### src/rtl/song_sequencer_if.sv
// Avalon-style slave bus bundle for the song sequencer: note RAM port plus control register port.
interface song_sequencer_if #(
    parameter int unsigned ADDR_W = 6
);
    logic [ADDR_W-1:0] note_address;
    logic              note_write;
    logic [31:0]       note_writedata;
    logic [31:0]       note_readdata;
    logic [1:0]        ctrl_address;
    logic              ctrl_write;
    logic [31:0]       ctrl_writedata;
    logic [31:0]       ctrl_readdata;

    modport master (
        output note_address,
        output note_write,
        output note_writedata,
        input  note_readdata,
        output ctrl_address,
        output ctrl_write,
        output ctrl_writedata,
        input  ctrl_readdata
    );

    modport slave (
        input  note_address,
        input  note_write,
        input  note_writedata,
        output note_readdata,
        input  ctrl_address,
        input  ctrl_write,
        input  ctrl_writedata,
        output ctrl_readdata
    );
endinterface

### src/rtl/song_sequencer.sv
// Steps a software-loaded note list into four 8-bit keycode voice slots on a programmable tempo tick.
module song_sequencer #(
    parameter int unsigned DEPTH  = 64,
    parameter int unsigned ADDR_W = 6,
    parameter int unsigned DIV_W  = 16
) (
    input  logic                CLK,
    input  logic                RESET_N,
    song_sequencer_if.slave     bus,
    output logic [31:0]         song,
    output logic                playing
);

    localparam logic [1:0] StIdle  = 2'd0;
    localparam logic [1:0] StFetch = 2'd1;
    localparam logic [1:0] StApply = 2'd2;
    localparam logic [1:0] StWait  = 2'd3;

    localparam logic [ADDR_W-1:0] LastStep = ADDR_W'(DEPTH - 1);
    localparam int unsigned       DivPad   = 32 - DIV_W;

    logic [31:0]       mem_q [DEPTH];
    logic [1:0]        state_q, state_d;
    logic [ADDR_W-1:0] step_q, step_d;
    logic [31:0]       cur_q, cur_d;
    logic [31:0]       song_q, song_d;
    logic [15:0]       dur_cnt_q, dur_cnt_d;
    logic [DIV_W-1:0]  tick_cnt_q, tick_cnt_d;
    logic [DIV_W-1:0]  tick_div_q, tick_div_d;
    logic              done_q, done_d;
    logic              run_q, run_d;
    logic              loop_q, loop_d;

    logic [15:0] cur_dur;
    logic [7:0]  cur_key;
    logic [1:0]  cur_slot;
    logic        cur_end;
    logic        ctrl_wr, tempo_wr, stop, start, advance;

    assign cur_dur  = cur_q[31:16];
    assign cur_key  = cur_q[15:8];
    assign cur_slot = cur_q[7:6];
    assign cur_end  = cur_q[0];

    assign ctrl_wr  = bus.ctrl_write && (bus.ctrl_address == 2'd0);
    assign tempo_wr = bus.ctrl_write && (bus.ctrl_address == 2'd1);
    assign stop     = ctrl_wr && !bus.ctrl_writedata[0];
    assign start    = ctrl_wr && bus.ctrl_writedata[0] && (state_q == StIdle);

    always_comb begin
        state_d    = state_q;
        step_d     = step_q;
        cur_d      = cur_q;
        song_d     = song_q;
        dur_cnt_d  = dur_cnt_q;
        tick_cnt_d = tick_cnt_q;
        done_d     = done_q;
        run_d      = run_q;
        loop_d     = loop_q;
        tick_div_d = tick_div_q;
        advance    = 1'b0;

        if (ctrl_wr) begin
            loop_d = bus.ctrl_writedata[1];
        end
        if (tempo_wr) begin
            tick_div_d = bus.ctrl_writedata[DIV_W-1:0];
        end

        // Stop suppresses everything else the FSM would do on this edge.
        if (stop) begin
            state_d = StIdle;
            song_d  = '0;
            run_d   = 1'b0;
        end else if (start) begin
            state_d = StFetch;
            step_d  = '0;
            done_d  = 1'b0;
            run_d   = 1'b1;
        end else begin
            unique case (state_q)
                StIdle: begin
                end
                StFetch: begin
                    cur_d   = mem_q[step_q];
                    state_d = StApply;
                end
                StApply: begin
                    song_d[{cur_slot, 3'b000} +: 8] = cur_key;
                    if (cur_dur != 16'd0) begin
                        dur_cnt_d  = cur_dur;
                        tick_cnt_d = '0;
                        state_d    = StWait;
                    end else begin
                        advance = 1'b1;
                    end
                end
                StWait: begin
                    if (tick_cnt_q == tick_div_q) begin
                        tick_cnt_d = '0;
                        dur_cnt_d  = dur_cnt_q - 16'd1;
                        if (dur_cnt_q == 16'd1) begin
                            advance = 1'b1;
                        end
                    end else begin
                        tick_cnt_d = tick_cnt_q + 1'b1;
                    end
                end
            endcase

            if (advance) begin
                if (cur_end || (step_q == LastStep)) begin
                    song_d = '0;
                    if (loop_q) begin
                        step_d  = '0;
                        state_d = StFetch;
                    end else begin
                        done_d  = 1'b1;
                        run_d   = 1'b0;
                        state_d = StIdle;
                    end
                end else begin
                    step_d  = step_q + 1'b1;
                    state_d = StFetch;
                end
            end
        end
    end

    always_ff @(posedge CLK or negedge RESET_N) begin
        if (!RESET_N) begin
            state_q    <= StIdle;
            step_q     <= '0;
            cur_q      <= '0;
            song_q     <= '0;
            dur_cnt_q  <= '0;
            tick_cnt_q <= '0;
            tick_div_q <= '0;
            done_q     <= 1'b0;
            run_q      <= 1'b0;
            loop_q     <= 1'b0;
        end else begin
            state_q    <= state_d;
            step_q     <= step_d;
            cur_q      <= cur_d;
            song_q     <= song_d;
            dur_cnt_q  <= dur_cnt_d;
            tick_cnt_q <= tick_cnt_d;
            tick_div_q <= tick_div_d;
            done_q     <= done_d;
            run_q      <= run_d;
            loop_q     <= loop_d;
        end
    end

    // FETCH samples the old word, so a same-cycle bus write lands after the latch.
    always_ff @(posedge CLK or negedge RESET_N) begin
        if (!RESET_N) begin
            for (int i = 0; i < DEPTH; i++) begin
                mem_q[i] <= '0;
            end
        end else if (bus.note_write) begin
            mem_q[bus.note_address] <= bus.note_writedata;
        end
    end

    always_comb begin
        unique case (bus.ctrl_address)
            2'd0:    bus.ctrl_readdata = {30'b0, loop_q, run_q};
            2'd1:    bus.ctrl_readdata = {{DivPad{1'b0}}, tick_div_q};
            2'd2:    bus.ctrl_readdata = {16'b0, 8'(step_q), 4'b0, 1'b0, state_q, done_q};
            default: bus.ctrl_readdata = '0;
        endcase
    end

    assign bus.note_readdata = mem_q[bus.note_address];
    assign song              = song_q;
    assign playing           = (state_q != StIdle);

endmodule
### src/flat_wrapper.sv
// flat-port wrapper written by rule: the top's interface ports become plain ports
module song_sequencer_flat 
#(
    parameter int unsigned DEPTH  = 64,
    parameter int unsigned ADDR_W = 6,
    parameter int unsigned DIV_W  = 16
)
  (CLK, RESET_N, song, playing, bus_note_address, bus_note_write, bus_note_writedata, bus_note_readdata, bus_ctrl_address, bus_ctrl_write, bus_ctrl_writedata, bus_ctrl_readdata);
  song_sequencer_if #(.ADDR_W(ADDR_W)) bus_i ();
  input  logic CLK;
  input  logic RESET_N;
  output logic [31:0] song;
  output logic playing;
  input wire logic [$bits(bus_i.note_address)-1:0] bus_note_address;
  input wire logic [$bits(bus_i.note_write)-1:0] bus_note_write;
  input wire logic [$bits(bus_i.note_writedata)-1:0] bus_note_writedata;
  output wire logic [$bits(bus_i.note_readdata)-1:0] bus_note_readdata;
  input wire logic [$bits(bus_i.ctrl_address)-1:0] bus_ctrl_address;
  input wire logic [$bits(bus_i.ctrl_write)-1:0] bus_ctrl_write;
  input wire logic [$bits(bus_i.ctrl_writedata)-1:0] bus_ctrl_writedata;
  output wire logic [$bits(bus_i.ctrl_readdata)-1:0] bus_ctrl_readdata;
  assign bus_i.note_address = bus_note_address;
  assign bus_i.note_write = bus_note_write;
  assign bus_i.note_writedata = bus_note_writedata;
  assign bus_note_readdata = bus_i.note_readdata;
  assign bus_i.ctrl_address = bus_ctrl_address;
  assign bus_i.ctrl_write = bus_ctrl_write;
  assign bus_i.ctrl_writedata = bus_ctrl_writedata;
  assign bus_ctrl_readdata = bus_i.ctrl_readdata;
  song_sequencer #(.DEPTH(DEPTH), .ADDR_W(ADDR_W), .DIV_W(DIV_W)) u_core (.CLK(CLK), .RESET_N(RESET_N), .bus(bus_i), .song(song), .playing(playing));
endmodule
### config.mk
export PLATFORM = sky130hd
export DESIGN_NAME = song_sequencer_flat
export DESIGN_NICKNAME = d
export VERILOG_FILES = /design/src/rtl/song_sequencer_if.sv /design/src/rtl/song_sequencer.sv /design/src/flat_wrapper.sv
export SDC_FILE = /design/constraint.sdc
export NUM_CORES = 2
export LEC_CHECK = 0
export BUFFER_PORTS_ARGS = -buffer_cell sky130_fd_sc_hd__buf_2
export CAP_MARGIN = 20
export CORE_MARGIN = 2
export CORE_UTILIZATION = 35
export DETAILED_ROUTE_END_ITERATION = 8
export SKIP_LAST_GASP = 1
export SLEW_MARGIN = 20
export SYNTH_ARGS = -nofsm -noshare
export SYNTH_HDL_FRONTEND = slang
export SYNTH_SLANG_ARGS = --single-unit
### constraint.sdc
create_clock -name CLK -period 3.23 [get_ports CLK]
set_input_delay 0.1615 -clock CLK [delete_from_list [all_inputs] [get_ports CLK]]
set_output_delay 0.1615 -clock CLK [all_outputs]
set_load 0.01 [all_outputs]
==> run_results.csv <==
group,metric,value,unit
clock_tree,cts_tree,"done",
sta,skew,0.102,ns
outcome,status,"complete, but fails checks",
logic_synthesis,synth_edf_count,0,
hold_path,hold_class,"input pin to flop",
logic_synthesis,synth_area,111000,µm²
placed_design,dpl.hpwl,290000,µm
logic_synthesis,synthTopCellsByArea,"dfrtp_1, mux2_2, mux4_2",
die,die_h,566,µm
final_layout,areaGrowthSynthToFinish,16.6,%
routing,antenna_left,0,
logic_synthesis,netlist.area_leader.share,49.0,%
final_layout,nNetsFinal,8081,
routing,drt-initial-drc-count,11500,
die,core-area,315000,µm²
setup_path,critPathArrivalTime,3.46,ns
routing,drcViolationCount,0,
final_layout,drive_gt1_share,49.6,%
setup_path,critical_path.cell_chain,"mux2_1 -> a221o_1 -> a222oi_1 -> a2bb2oi_2 -> o221ai_2 -> a2111o_1 -> buf_2",
global_routing,grt_max_degree,155,
routing,vias_per_cell,6.62,
outcome,violations,"setup timing",
logic_synthesis,synth-async-reset-ratio,100,%
global_routing,grt_use_total,28.6,%
global_routing,grt_pass1_vias,80700,
final_layout,layout_commonest_cell,"mux2_2",
logic_synthesis,synth_top_area_cell,"dfrtp_1",
setup_path,required,3.07,ns
clock_tree,path_clk_slew,0.06,ns
routing,wl_per_cell,38.0,µm
final_layout,final_cell_mix,"mux2_2, dfrtp_1, mux4_2",
setup_path,endpoint_kind,"output port",
sta,slew_viol_final,0,
sta,hold_viol,0,
die,die_w,566,µm
sta,maxSlewHeadroom,21.8,%
placed_design,io_buffer_count,140,
placed_design,preCtsSetupSlack,-0.315,ns
global_routing,overflow,0,
clock_tree,cts_max_path_buffers,4,
logic_synthesis,ys.warnings.count,0,
clock_tree,clockRootBuffer,"clkbuf_16",
sta,clock.fmax,276,MHz
clock_tree,htree_levels,4,
sta,finalCritPeriodShare,112,%
sta,worst_pin_slew,1.17,ns
clock_tree,clock_latency,0.94,ns
sta,period_minus_slack,3.63,ns
logic_synthesis,synth_cells,7853,
logic_synthesis,yosysUniqueCellTypes,80,
setup_path,critPathLaunchType,"flop",
setup_path,crit_fanout,2,
setup_path,critPathKind,"flop to output port",
placed_design,place.gp.congestion,0.910,
setup_path,crit_slowest_cell,"a2111o_1",
sta,finalSetupViolations,3,
logic_synthesis,ys.flop_type,"dfrtp_1",
clock_tree,cts_made_buffers,233,
die,start_util,35.1,%
setup_path,max_stage_delay,0.54,ns
routing,drt_wl_total,470000,µm
sta,fin_ws,-0.395,ns
sta,rsz0062_at_grt,"yes",
routing,vias,81800,
die,dieArea,320000,µm²
placed_design,placed_area,120000,µm²
die,ios,173,
logic_synthesis,ys_seq_area_share,49.0,%
die,row_count,206,
clock_tree,cts_sinks,2166,
logic_synthesis,ys_ff_latch,2166,
global_routing,antenna_found_initial,53,
final_layout,postLayoutCellArea,129000,µm²
logic_synthesis,synth_area_per_cell,14.1,µm²
job,drv_cap,0,
global_routing,grt_pass1_wl,652000,µm
power,peakVddDrop,0.484,mV
routing,dr.pass1.iters,9,
power,p_leak,56.9,nW
power,power.density,656,nW/µm²
state kept, by name (all words and copies together), names as in the netlist:
register / cells
u_core.loop_q: 1
u_core.cur_q: 27
u_core.done_q: 1
u_core.song: 32
u_core.dur_cnt_q: 16
u_core.mem_q: 2048
u_core.state_q: 2
u_core.step_q: 6
u_core.tick_cnt_q: 16
u_core.tick_div_q: 16
u_core.run_q: 1
area by class of cell:
type                       instances  area [µm²]
fill                           28700      186000
clock inverter                    76         998
tap                             4160        5200
multi-input combinational       4816       53500
timing repair buffer             754        7920
clock buffer                     347        6910
sequential                      2166       54200
antenna                           27        67.6
inverter                          21        91.3
cells by family after synthesis:
group	after synthesis	synth area share (%)
compound gates	1240	8.49
mux	2968	36.3
fa+ha+maj	13	0.147
simple gates	556	2.36
xor+xnor	22	0.174
flops	2166	49.0
other cells	1	0.00339
buf+inv	887	3.50
where the power goes:
part | total (W) | switching, W | internal [W]
sequential | 0.0346 | 0.00362 | 0.0310
combinational | 0.0219 | 0.0111 | 0.0108
clock | 0.0281 | 0.0117 | 0.0164
worst paths after layout:
check / start / slack [ns] / endpoint / cells past startpoint
min in group asynchronous: RESET_N / 0.08 / u_core.mem_q[1241] / 3
worst min register to register: u_core.mem_q[258] / 0.48 / u_core.mem_q[258] / 1
worst max register to register: u_core.step_q[0] / 0.13 / u_core.cur_q[27] / 6
worst min-delay path: bus_ctrl_writedata[7] / 0.07 / u_core.tick_div_q[7] / 3
max in group asynchronous: RESET_N / 2.10 / u_core.mem_q[197] / 3
worst max-delay path: u_core.mem_q[1738] / -0.40 / bus_note_readdata[10] / 7
synthesized netlist by cell type, types with 20 or more instances:
master and instances:
nand3_1 33, o211ai_1 20, nand2_1 215, o21ai_0 94, a221oi_1 207, a21oi_1 104, a22oi_1 347, o31ai_1 28
nand4_1 47, o22ai_1 82, buf_2 246, clkbuf_1 392, mux2_2 2180, a31oi_1 43, buf_1 179, a22o_1 107
mux2i_1 152, buf_4 41, mux4_2 612, xnor2_1 21, nor3_1 22, and2_1 29, a221o_1 53, a222oi_1 21
dfrtp_1 2166, nor2_1 130, mux2_1 22, o221ai_1 25
what timing repair did:
action,CTS,global route
gates cloned,0,1
resized for setup,31,25
endpoints found under the setup margin,16,19
endpoints found under the hold margin,1601,330
hold buffers,21,9
setup buffers,7,1
pin swaps,18,21
stage by stage:
stage          total power (W)  utilization (%)  hold WS [ns]  cells  TNS (ns)
5_1_grt                 0.0873             40.9        0.0672  12400    -0.845
2_1_floorplan           0.0478                -        -0.134   7868         0
6_report                0.0846             40.9        0.0682  12400    -0.782
3_3_place_gp            0.0557             38.2         0.153  11900    -0.616
3_5_place_dp            0.0563             38.2         0.147  11900    -0.667
4_1_cts                 0.0843             40.8        0.0356  12300    -0.600
routing by layer:
| layer | share of wire [%] | GRT usage [%] |
|---|---|---|
| met5 | 0.12 | 0.491 |
| met4 | 6.7 | 16.4 |
| met3 | 13 | 9.38 |
| met2 | 42 | 40.7 |
| met1 | 38 | 38.0 |
worst max-delay path, delay by kind of cell, from the launching register on:
family	cells	cell delay, ns
AO/OA/AOI/OAI	5	1.64
flip-flops	1	0.39
multiplexers	1	0.30
buffers and inverters	1	0.21
No activity file was read; power rests on OpenSTA's default activity.
